**config.mk**
```make
export PLATFORM = sky130hd
export DESIGN_NAME = condition_unit
export DESIGN_NICKNAME = d
export VERILOG_FILES = /design/src/rtl/condition_unit.sv
export SDC_FILE = /design/constraint.sdc
export NUM_CORES = 1
export LEC_CHECK = 0
export CAP_MARGIN = 15
export CELL_PAD_IN_SITES_DETAIL_PLACEMENT = 0
export CELL_PAD_IN_SITES_GLOBAL_PLACEMENT = 1
export CORE_MARGIN = 5
export CORE_UTILIZATION = 37
export DETAILED_ROUTE_END_ITERATION = 7
export HOLD_SLACK_MARGIN = 0.12
export PLACE_DENSITY_LB_ADDON = 0.1
export REMOVE_ABC_BUFFERS = 1
export SLEW_MARGIN = 20
export SYNTH_ARGS = -nofsm -noshare
export SYNTH_HDL_FRONTEND = slang
export SYNTH_SLANG_ARGS = --single-unit
```
**constraint.sdc**
```tcl
create_clock -name clk -period 4.9 [get_ports clk]
set_input_delay 0.735 -clock clk [delete_from_list [all_inputs] [get_ports clk]]
set_output_delay 0.735 -clock clk [all_outputs]
set_load 0.005 [all_outputs]
```
**src/rtl/condition_unit.sv**
```systemverilog
// Condition-code unit: registered NZCV flags, condition evaluation, gated write enables,
// and a small LIFO for saving/restoring flags.
module condition_unit #(
  parameter int unsigned DEPTH = 2
) (
  input  logic       clk,
  input  logic       reset_n,
  input  logic [3:0] flags_in,
  input  logic [3:0] cond,
  input  logic       instr_valid,
  input  logic       flag_we,
  input  logic       reg_we_in,
  input  logic       mem_we_in,
  input  logic       pc_src_in,
  input  logic       push,
  input  logic       pop,
  output logic       reg_we,
  output logic       mem_we,
  output logic       pc_src,
  output logic       cond_ex,
  output logic [3:0] flags,
  output logic       stk_full,
  output logic       stk_empty,
  output logic       stk_err
);

  localparam int unsigned CW = $clog2(DEPTH + 1);
  localparam int unsigned IW = (DEPTH > 1) ? $clog2(DEPTH) : 1;

  logic [3:0]    flags_q, flags_d;
  logic [CW-1:0] count_q, count_d;
  logic          err_q, err_d;
  logic [3:0]    stack_q [DEPTH];
  logic [IW-1:0] wr_idx, rd_idx;
  logic          n_f, z_f, c_f, v_f;
  logic          push_ok, pop_ok, upd;

  assign {n_f, z_f, c_f, v_f} = flags_q;

  always_comb begin
    cond_ex = 1'b0;
    case (cond)
      4'd0:    cond_ex = z_f;
      4'd1:    cond_ex = ~z_f;
      4'd2:    cond_ex = c_f;
      4'd3:    cond_ex = ~c_f;
      4'd4:    cond_ex = n_f;
      4'd5:    cond_ex = ~n_f;
      4'd6:    cond_ex = v_f;
      4'd7:    cond_ex = ~v_f;
      4'd8:    cond_ex = c_f & ~z_f;
      4'd9:    cond_ex = ~c_f | z_f;
      4'd10:   cond_ex = (n_f == v_f);
      4'd11:   cond_ex = (n_f != v_f);
      4'd12:   cond_ex = ~z_f & (n_f == v_f);
      4'd13:   cond_ex = z_f | (n_f != v_f);
      4'd14:   cond_ex = 1'b1;
      default: cond_ex = 1'b0;
    endcase
  end

  assign reg_we = reg_we_in & cond_ex & instr_valid;
  assign mem_we = mem_we_in & cond_ex & instr_valid;
  assign pc_src = pc_src_in & cond_ex & instr_valid;

  assign stk_empty = (count_q == '0);
  assign stk_full  = (count_q == CW'(DEPTH));

  assign wr_idx = IW'(count_q);
  assign rd_idx = IW'(count_q - CW'(1));

  // Simultaneous push and pop is treated as an error and neither takes effect.
  assign push_ok = push & ~pop & ~stk_full;
  assign pop_ok  = pop & ~push & ~stk_empty;
  assign upd     = instr_valid & flag_we & cond_ex;

  always_comb begin
    err_d   = (push & pop) | (push & ~pop & stk_full) | (pop & ~push & stk_empty);
    count_d = count_q;
    flags_d = flags_q;
    if (push_ok) begin
      count_d = count_q + CW'(1);
    end else if (pop_ok) begin
      count_d = count_q - CW'(1);
    end
    // A restoring pop wins over a flag update in the same cycle.
    if (pop_ok) begin
      flags_d = stack_q[rd_idx];
    end else if (upd) begin
      flags_d = flags_in;
    end
  end

  always_ff @(posedge clk or negedge reset_n) begin
    if (!reset_n) begin
      flags_q <= 4'b0000;
      count_q <= '0;
      err_q   <= 1'b0;
    end else begin
      flags_q <= flags_d;
      count_q <= count_d;
      err_q   <= err_d;
    end
  end

  // Entry contents need no reset: an entry is only read after it has been pushed.
  always_ff @(posedge clk) begin
    if (push_ok) begin
      stack_q[wr_idx] <= flags_q;
    end
  end

  assign flags   = flags_q;
  assign stk_err = err_q;

endmodule

```
==> results of run 1 <==
cell usage after synthesis (all sizes together) (2+ instances only):
cell type  number  area (um2)
nor2           10        37.5
edfxtp          8         240
nand2           8        30.0
dfrtp           7         175
mux2i           6        60.1
a311o           5        50.1
a31oi           4        25.0
and3            4        25.0
buf             3        21.3
clkbuf          3        12.5
inv             3        11.3
nand2b          3        18.8
nand3           3        15.0
a21oi           2        10.0
ha              2        25.0
o31ai           2        15.0
xor2            2        17.5
metrics by stage:
| stage | area (um2) | setup WS (ns) | instances | util, % |
|---|---|---|---|---|
| 2_1_floorplan | 923 | 2.17 | 88 | - |
| 3_3_place_gp | 1230 | 1.06 | 145 | 49.7 |
| 3_5_place_dp | 1230 | 1.06 | 145 | 49.7 |
| 4_1_cts | 1260 | 1.04 | 149 | 50.8 |
| 5_1_grt | 1260 | 0.916 | 149 | 50.8 |
| 6_report | 1260 | 1.05 | 149 | 50.8 |
layout make-up:
type / instances / area [um2] / share of cell area (%)
Clock buffer: 3 / 22.5 / 1.79
Clock inverter: 1 / 5.00 / 0.398
Inverter: 3 / 11.3 / 0.895
Multi-Input combinational cell: 70 / 497 / 39.5
Sequential cell: 15 / 415 / 33.0
Tap cell: 30 / 37.5 / 2.98
Timing Repair Buffer: 27 / 270 / 21.5
registers in the layout, indices dropped and copies added, names as in the netlist:
| signal | count |
|---|---|
| count_q | 2 |
| flags | 4 |
| stack_q | 8 |
| stk_err | 1 |
power by group:
group / internal, uW / switching (uW) / total, uW
registers: 181 / 50.4 / 231
logic: 148 / 107 / 255
clock network: 30.2 / 35.7 / 65.9
total: 358 / 193 / 552
layer usage:
layer | GRT usage (%) | up-vias
met5 | 0 | -
met4 | 6.50 | 0
met2 | 17.3 | 31
met1 | 20.0 | 375
li1 | - | 408
met3 | 2.13 | 2
critical path: cells and delay by family:
| family | cells | cell delay, ns |
|---|---|---|
| AND/OR/NAND/NOR | 2 | 0.40 |
| AO/OA/AOI/OAI | 2 | 0.74 |
| XOR/XNOR | 1 | 0.23 |
| buffers and inverters | 2 | 1.01 |
cells by family after synthesis:
family / synth area share [%]
buffers and inverters: 4.71
adders and majority gates: 2.61
DFF: 43.4
AOI/OAI and AO/OA: 18.7
and+or+nand+nor: 20.4
muxes: 7.45
xor gates and xnor gates: 2.75
path summary, 6_finish.rpt:
check	startpoint	endpoint	slack, ns	depth (start not counted)
worst max-delay path	cond[0]	mem_we	1.05	7
worst min-delay path	stack_q[0][2]$_DFFE_PP_	flags[2]$_DFFE_PN0P_	0.62	3
worst min register to register	stack_q[0][2]$_DFFE_PP_	flags[2]$_DFFE_PN0P_	0.62	3
max in group asynchronous	reset_n	count_q[1]$_DFFE_PN0P_	3.95	1
min in group asynchronous	reset_n	flags[3]$_DFFE_PN0P_	0.71	1
worst max register to register	flags[3]$_DFFE_PN0P_	flags[2]$_DFFE_PN0P_	2.85	5
==> results.md, run 1 <==
- The flow ran to the end, and the final reports show no timing, DRC or antenna violations.
- Leaving out fill and tap cells, the most frequent cell in the layout is sky130_fd_sc_hd__clkdlybuf4s50_1.
- The remaining number of nets flagged by the antenna check after routing is 0.
- Summing over every cut layer, the via total after detailed routing is 816.
- From bottom edge to top edge, the die measures 60.9 um.
- The tree is rooted in a sky130_fd_sc_hd__clkbuf_4.
- Of the available clock period, the critical path in the final layout requires 78.6%.
- Once the clock tree was built, the setup fixing pass inserted 0 buffers.
- The number of buffers inserted by hold repair at cts is 0.
- The class of the worst hold path is reg2reg.
- A synthesized cell averages 10.2 um2.
- After global routing the overflow that remains totals 0.
- Counting along the longest clock path gives a buffer depth of 2.
- The layout overhead on the synthesized area is 31.5%.
- The clock transition at the registers of the reported paths is 0.08 ns.
- The worst setup path is captured at an output port.
- The total design power is 552 uW.
- The flip-flop and latch count after synthesis is 15.
- The filler cell count in the final layout is 254.
- After layout, the minimum clock period comes to 3.85 ns.
- Detailed routing placed a total of 166 um of wire on met3.
- The leakage power is 0.000492 uW.
- The fraction of registers with async set/reset is 46.7%.
- The wire-length estimate of the detail-placed layout is 1.67 mm.
- In the layout the commonest cells are sky130_fd_sc_hd__clkdlybuf4s50_1, sky130_fd_sc_hd__nor2_1, sky130_fd_sc_hd__nand2_1, sky130_fd_sc_hd__edfxtp_1, sky130_fd_sc_hd__dfrtp_1.
- The number of failing setup endpoints in the final timing report is 0.
- The number of global-route vias before repair is 750.
- After detailed routing, the wire length on met1 is 1.01 mm.
- Derived from the worst setup path, the maximum achievable clock frequency is 0.260 GHz.
- The post-synthesis cell count is 94.
- The total number of clock tree sinks is 15.
- For the worst setup path, the data required time is 4.16 ns.
- The signal on the critical path passes through clkdlybuf4s50_1, xor2_1, a311o_1, or2_0, a221o_1, and3_1, clkdlybuf4s50_1.
- In this run the tightest slew margin relative to its limit is 68.7%.
- The worst clock skew is 0.00419 ns.
- VDD sags by at most 0.223 mV.
- The proportion of synthesized chip area in sequential cells is 43.4%.
- The largest individual stage delay along the critical path comes from the cell sky130_fd_sc_hd__clkdlybuf4s50_1.
- The number of distinct library cell variants in the gate-level netlist after synthesis is 38.
- The CTS tree is yes.
- The maximum fanout along the worst path is 11.
- The DRC violation total after the first TritonRoute iteration is 55.
- The critical path startpoint category is an input port.
- The prevailing post-synth register cell is sky130_fd_sc_hd__edfxtp_1.
- 28 I/O pins were placed.
- The setup TNS after final layout is 0 ns.
- The transition time of the tightest slew-check pin is 0.469 ns.
- The row count is 18.
- Setup repair after global routing left no endpoint under its margin.
- The data arrival time of the critical path is 3.12 ns.
- The number of antenna violations at the first check in global routing was 0.
- After detailed routing, the number of vias per cell comes to 5.48.
- The number of synthesis warnings is 0.
- The final hold violation count was 0.
- Gates resized during post-CTS repair numbered 0.
- The total wirelength of the detailed-routed design is 2.13 mm.
- The worst setup path is of the in2out kind.
- The routed wire length per instance is 14.3 um.
- The count of TritonRoute iterations in the first routing pass is 4.
- For the worst-skew pair, the clock arrives at the later sink with an insertion delay of 0.27 ns.
- The first-pass GRT wire length is 3.54 mm.
- The routed length on met2 is 925 um.
- The core area is 2480 um2.
- The die area is 3700 um2.
- The count of port buffers added during placement is 27.
- The library cell appearing most often on the critical path is sky130_fd_sc_hd__clkdlybuf4s50_1.
- For this run, design rule violations remaining after detail routing come to 0.
- CTS built an H-tree with a depth of 1.
- The number of max-slew violations in the final report is 0.
- The top layer used by detailed routing is met4.
- Global routing consumed, over all layers together, 13.0% of the routing resources.
- The worst hold-check slack is 0.616 ns.
- The number of enable-type register cells in the synthesized netlist is 8.
- The horizontal die dimension is 60.9 um.
- For this run, the slowest stage of the critical path takes 0.57 ns.
- 0 antenna diodes ended up in the layout.
- Buffers inserted during clock tree synthesis total 3.
- For this run, the post-layout net count is 139.
- The maximum number of pins on one net before global-route repair is 14.
- The netlist area before placement is 957 um2.
- The tool flagged a number of max-cap violations equal to 0.
- At the end of routability-driven placement, the weighted congestion stood at 0.757.
- The initial utilization of the core area, before any placement, comes to 38.6%.
- The fraction of layout cells with a size suffix above 1 is 6.72%.
- In this run the power density over the cells is 438 nW/um2.
(Power assumes the default switching activity.)
==> run 2, diff against run 1 <==
--- a/config.mk
+++ b/config.mk
@@ -9,7 +9,7 @@
 export CELL_PAD_IN_SITES_DETAIL_PLACEMENT = 0
 export CELL_PAD_IN_SITES_GLOBAL_PLACEMENT = 1
 export CORE_MARGIN = 5
-export CORE_UTILIZATION = 37
+export CORE_UTILIZATION = 31
 export DETAILED_ROUTE_END_ITERATION = 7
 export HOLD_SLACK_MARGIN = 0.12
 export PLACE_DENSITY_LB_ADDON = 0.1
==> constraint.sdc (replaced) <==
create_clock -name clk -period 3.2 [get_ports clk]
set_input_delay 0.48 -clock clk [delete_from_list [all_inputs] [get_ports clk]]
set_output_delay 0.48 -clock clk [all_outputs]
set_load 0.005 [all_outputs]
==> run 2 against run 1 <==
- combinational power increased by 58%
- clock skew decreased by 0.0022 ns
- via count grew 2.7%
- sequential cell count stayed put
- total power grew 57%
- global-route usage is 0.87 points lower
- cell area up 3.3%
- clock-buffer cell count up 1
- routed wire length rose by 9.3%
- sequential power is 55% higher
- worst setup slack got worse by 0.98 ns
- critical path type unchanged
==> results.md, run 2 (same netlist as run 1, synthesis figures left out) <==
- The count of TritonRoute iterations in the first routing pass is 4 (unchanged).
- The leakage power was 0.000519 uW (+5.3%).
- The number of flip-flops in the largest register is 8 (unchanged).
- The proportion of power drawn by the clock network is 12.0% (about the same).
- The filler cell count in the final layout is 308 (+21%).
- The worst register-to-register path begins at flags[0]$_DFFE_PN0P_.
- The floorplan die height is 65.6 um (+7.7%).
- The row count is 20 (+2).
- The worst setup path startpoint is cond[0].
- The largest stage delay on the critical path is 0.46 ns (-0.11 ns).
- The core area came to 3000 um2 (+21%).
- The post-CTS setup buffer count was 0 (unchanged).
- The count of port buffers added during placement came to 27 (unchanged).
- The tree is rooted in a sky130_fd_sc_hd__clkbuf_4.
- The DRC violation count after routing was 0 (unchanged).
- The total wirelength of the detailed-routed design came to 2.32 mm (+9.3%).
- The max-capacitance violation count was 0 (unchanged).
- The data arrival time of the critical path is 2.65 ns (-0.47 ns).
- The remaining max-slew budget at the tightest pin is 69.0% (+0.24 points).
- The number of global-route vias before repair is 883 (+18%).
- The class of the worst hold path is in2async.
- The final hold violation count was 0 (unchanged).
- The total via count in the routed design is 838 (+2.7%).
- The final period utilization is 97.9%.
- The first-pass GRT wire length is 4.00 mm (+13%).
- Counting I/O delays and the setup requirement, the final critical path takes 3.13 ns.
- The layout overhead on the synthesized area is 35.8%.
- The horizontal die dimension is 65.6 um (+7.7%).
- The setup TNS after final layout is 0 ns (unchanged).
- The HPWL after detailed placement is 1.82 mm (+9.0%).
- For this run, the top clock speed supported by timing is 0.319 GHz.
- The routed wire length per instance is 14.9 um (+4.4%).
- The maximum number of pins on one net before global-route repair came to 14 (unchanged).
- The initial cell density of the core is 31.9% (-6.8 points).
- The switching part of the total is 35.2% (+0.18 points).
- The total congestion overflow after global routing is 0 (unchanged).
- The number of placed I/O pins is 28 (unchanged).
- The total internal power is 560 uW (+56%).
- The die area was 4300 um2 (+16%).
- The largest individual stage delay along the critical path comes from the cell sky130_fd_sc_hd__clkdlybuf4s50_1.
- The most frequent standard cell in the layout excluding fill and tap cells is sky130_fd_sc_hd__clkdlybuf4s50_1.
- The critical path startpoint category is an input port.
- The proportion of power drawn by combinational gates came to 46.5% (+0.3 points).
- The required time at the endpoint of the critical path is 2.72 ns (-1.44 ns).
- The DRC violation total after the first TritonRoute iteration was 34 (-38%).
- In the layout the commonest cells are sky130_fd_sc_hd__clkdlybuf4s50_1, sky130_fd_sc_hd__nor2_1, sky130_fd_sc_hd__nand2_1, sky130_fd_sc_hd__edfxtp_1, sky130_fd_sc_hd__dfrtp_1.
- The final estimated routing congestion in global placement came to 0.801 (+5.8%).
- The total power density per cell area was 665 nW/um2 (+52%).
- The startpoint-to-endpoint class of the critical path is in2out.
- The cell area after layout is 1300 um2 (+3.3%).
- The combined flip-flop and latch cell area is 415 um2 (unchanged).
- The post-detailed-route via-to-cell ratio is 5.37 (-1.9%).
- The fraction of layout cells with a size suffix above 1 is 9.76% (+3.0 points).
- More flip-flops sit in one register than any other, and that register is stack_q.
- The worst hold-check slack is 0.452 ns (-0.164 ns).
- The CTS tree is yes.
- The deepest level of the CTS H-tree is 1 (unchanged).
- The maximum fanout along the worst path is 4 (-7).
- The global-route total usage across every layer was 12.1% (-0.87 points).
- Walking the worst path, the cells encountered are clkdlybuf4s50_1, xor2_1, a311o_1, or2_0, a221o_1, and3_1, clkdlybuf4s50_1.
- The share of total power in sequential cells was 41.5% (-0.4 points).
- The worst reg-to-reg path cell count is 5 (unchanged).
- The switching power total is 304 uW (+57%).
- The kind of end point of the critical path is an output port.
- The final net count is 143 (+2.9%).
- The worst clock skew is 0.00203 ns (-0.00216 ns).
- The TritonCTS buffer count is 3 (unchanged).
- The transition time of the tightest slew-check pin is 0.466 ns (-0.00354 ns).
- The placed instance area is 1260 um2 (+2.7%).
- The number of antenna violations at the first check in global routing is 0 (unchanged).
- The number of max-slew violations in the final report is 0 (unchanged).
- The number of failing setup endpoints in the final timing report was 0 (unchanged).
- The total number of clock tree sinks came to 15 (unchanged).
- The total design power was 864 uW (+57%).
- The run finished with clean final reports.
- The insertion delay to the later sink of the worst-skew pair was 0.27 ns (about the same).
- The utilization after layout is 43.3% (-7.5 points).
- The number of buffers on the longest clock path came to 2 (unchanged).
- The remaining number of nets flagged by the antenna check after routing is 0 (unchanged).
- The count of inserted antenna diode cells is 0 (unchanged).
- The largest vdd supply drop is 0.237 mV (+6.6%).
- The clock transition at the registers of the reported paths is 0.08 ns (about the same).
- The area taken by multi-input logic gates was 503 um2 (+1.3%).
- The library cell appearing most often on the critical path is sky130_fd_sc_hd__clkdlybuf4s50_1.
## run 2: power by group through the flow
stage	clock, uW	combinational (uW)	sequential, uW
floorplan	0	228	340
global placement	0	397	365
detailed placement	0	399	365
CTS	109	402	362
global route	121	446	371
finish	104	402	359
## run 2: path summary, 6_finish.rpt
check / end / slack (ns)
max reg2reg: flags[0]$_DFFE_PN0P_ / 1.12
max in group asynchronous: flags[3]$_DFFE_PN0P_ / 2.52
min in group clk: flags[3]$_DFFE_PN0P_ / 0.61
min reg2reg: flags[3]$_DFFE_PN0P_ / 0.61
min: stk_err$_DFF_PN0_ / 0.45
max: pc_src / 0.07
## run 2: routing by layer
layer	part of all wire [%]	vias to the layer above	wire length [um]	GRT usage (%)
li1	-	415	-	-
met1	43	403	993	13.5
met2	53	18	1240	22.8
met3	3.1	2	71	2.56
met4	0.73	0	17	3.89
met5	0	-	0	0
## run 2: cell type report
cell class / count / area share [%]
flip-flops and latches: 15 / 32.0
inverters: 3 / 0.866
clock buffers: 4 / 2.02
repair buffers: 31 / 23.3
well taps: 33 / 3.18
multi-input cells: 70 / 38.7
## run 2: repair_timing
item | in CTS | in global routing
hold buffers | 0 | 0
gates resized for setup | 0 | 2
endpoints found under the setup margin | 0 | 3
## run 2: per-stage QoR
| step | std cells | setup WS [ns] |
|---|---|---|
| CTS | 156 | 0.0257 |
| global placement | 152 | 0.0658 |
| floorplan | 88 | 0.984 |
| finish | 156 | 0.0686 |
| global route | 156 | -0.000264 |
| detailed placement | 152 | 0.0290 |
## run 2: critical path: cells and delay by family
| family | cells | cell delay, ns |
|---|---|---|
| buffers and inverters | 2 | 0.90 |
| and+or+nand+nor | 2 | 0.39 |
| AOI/OAI and AO/OA | 2 | 0.71 |
| xor gates and xnor gates | 1 | 0.18 |
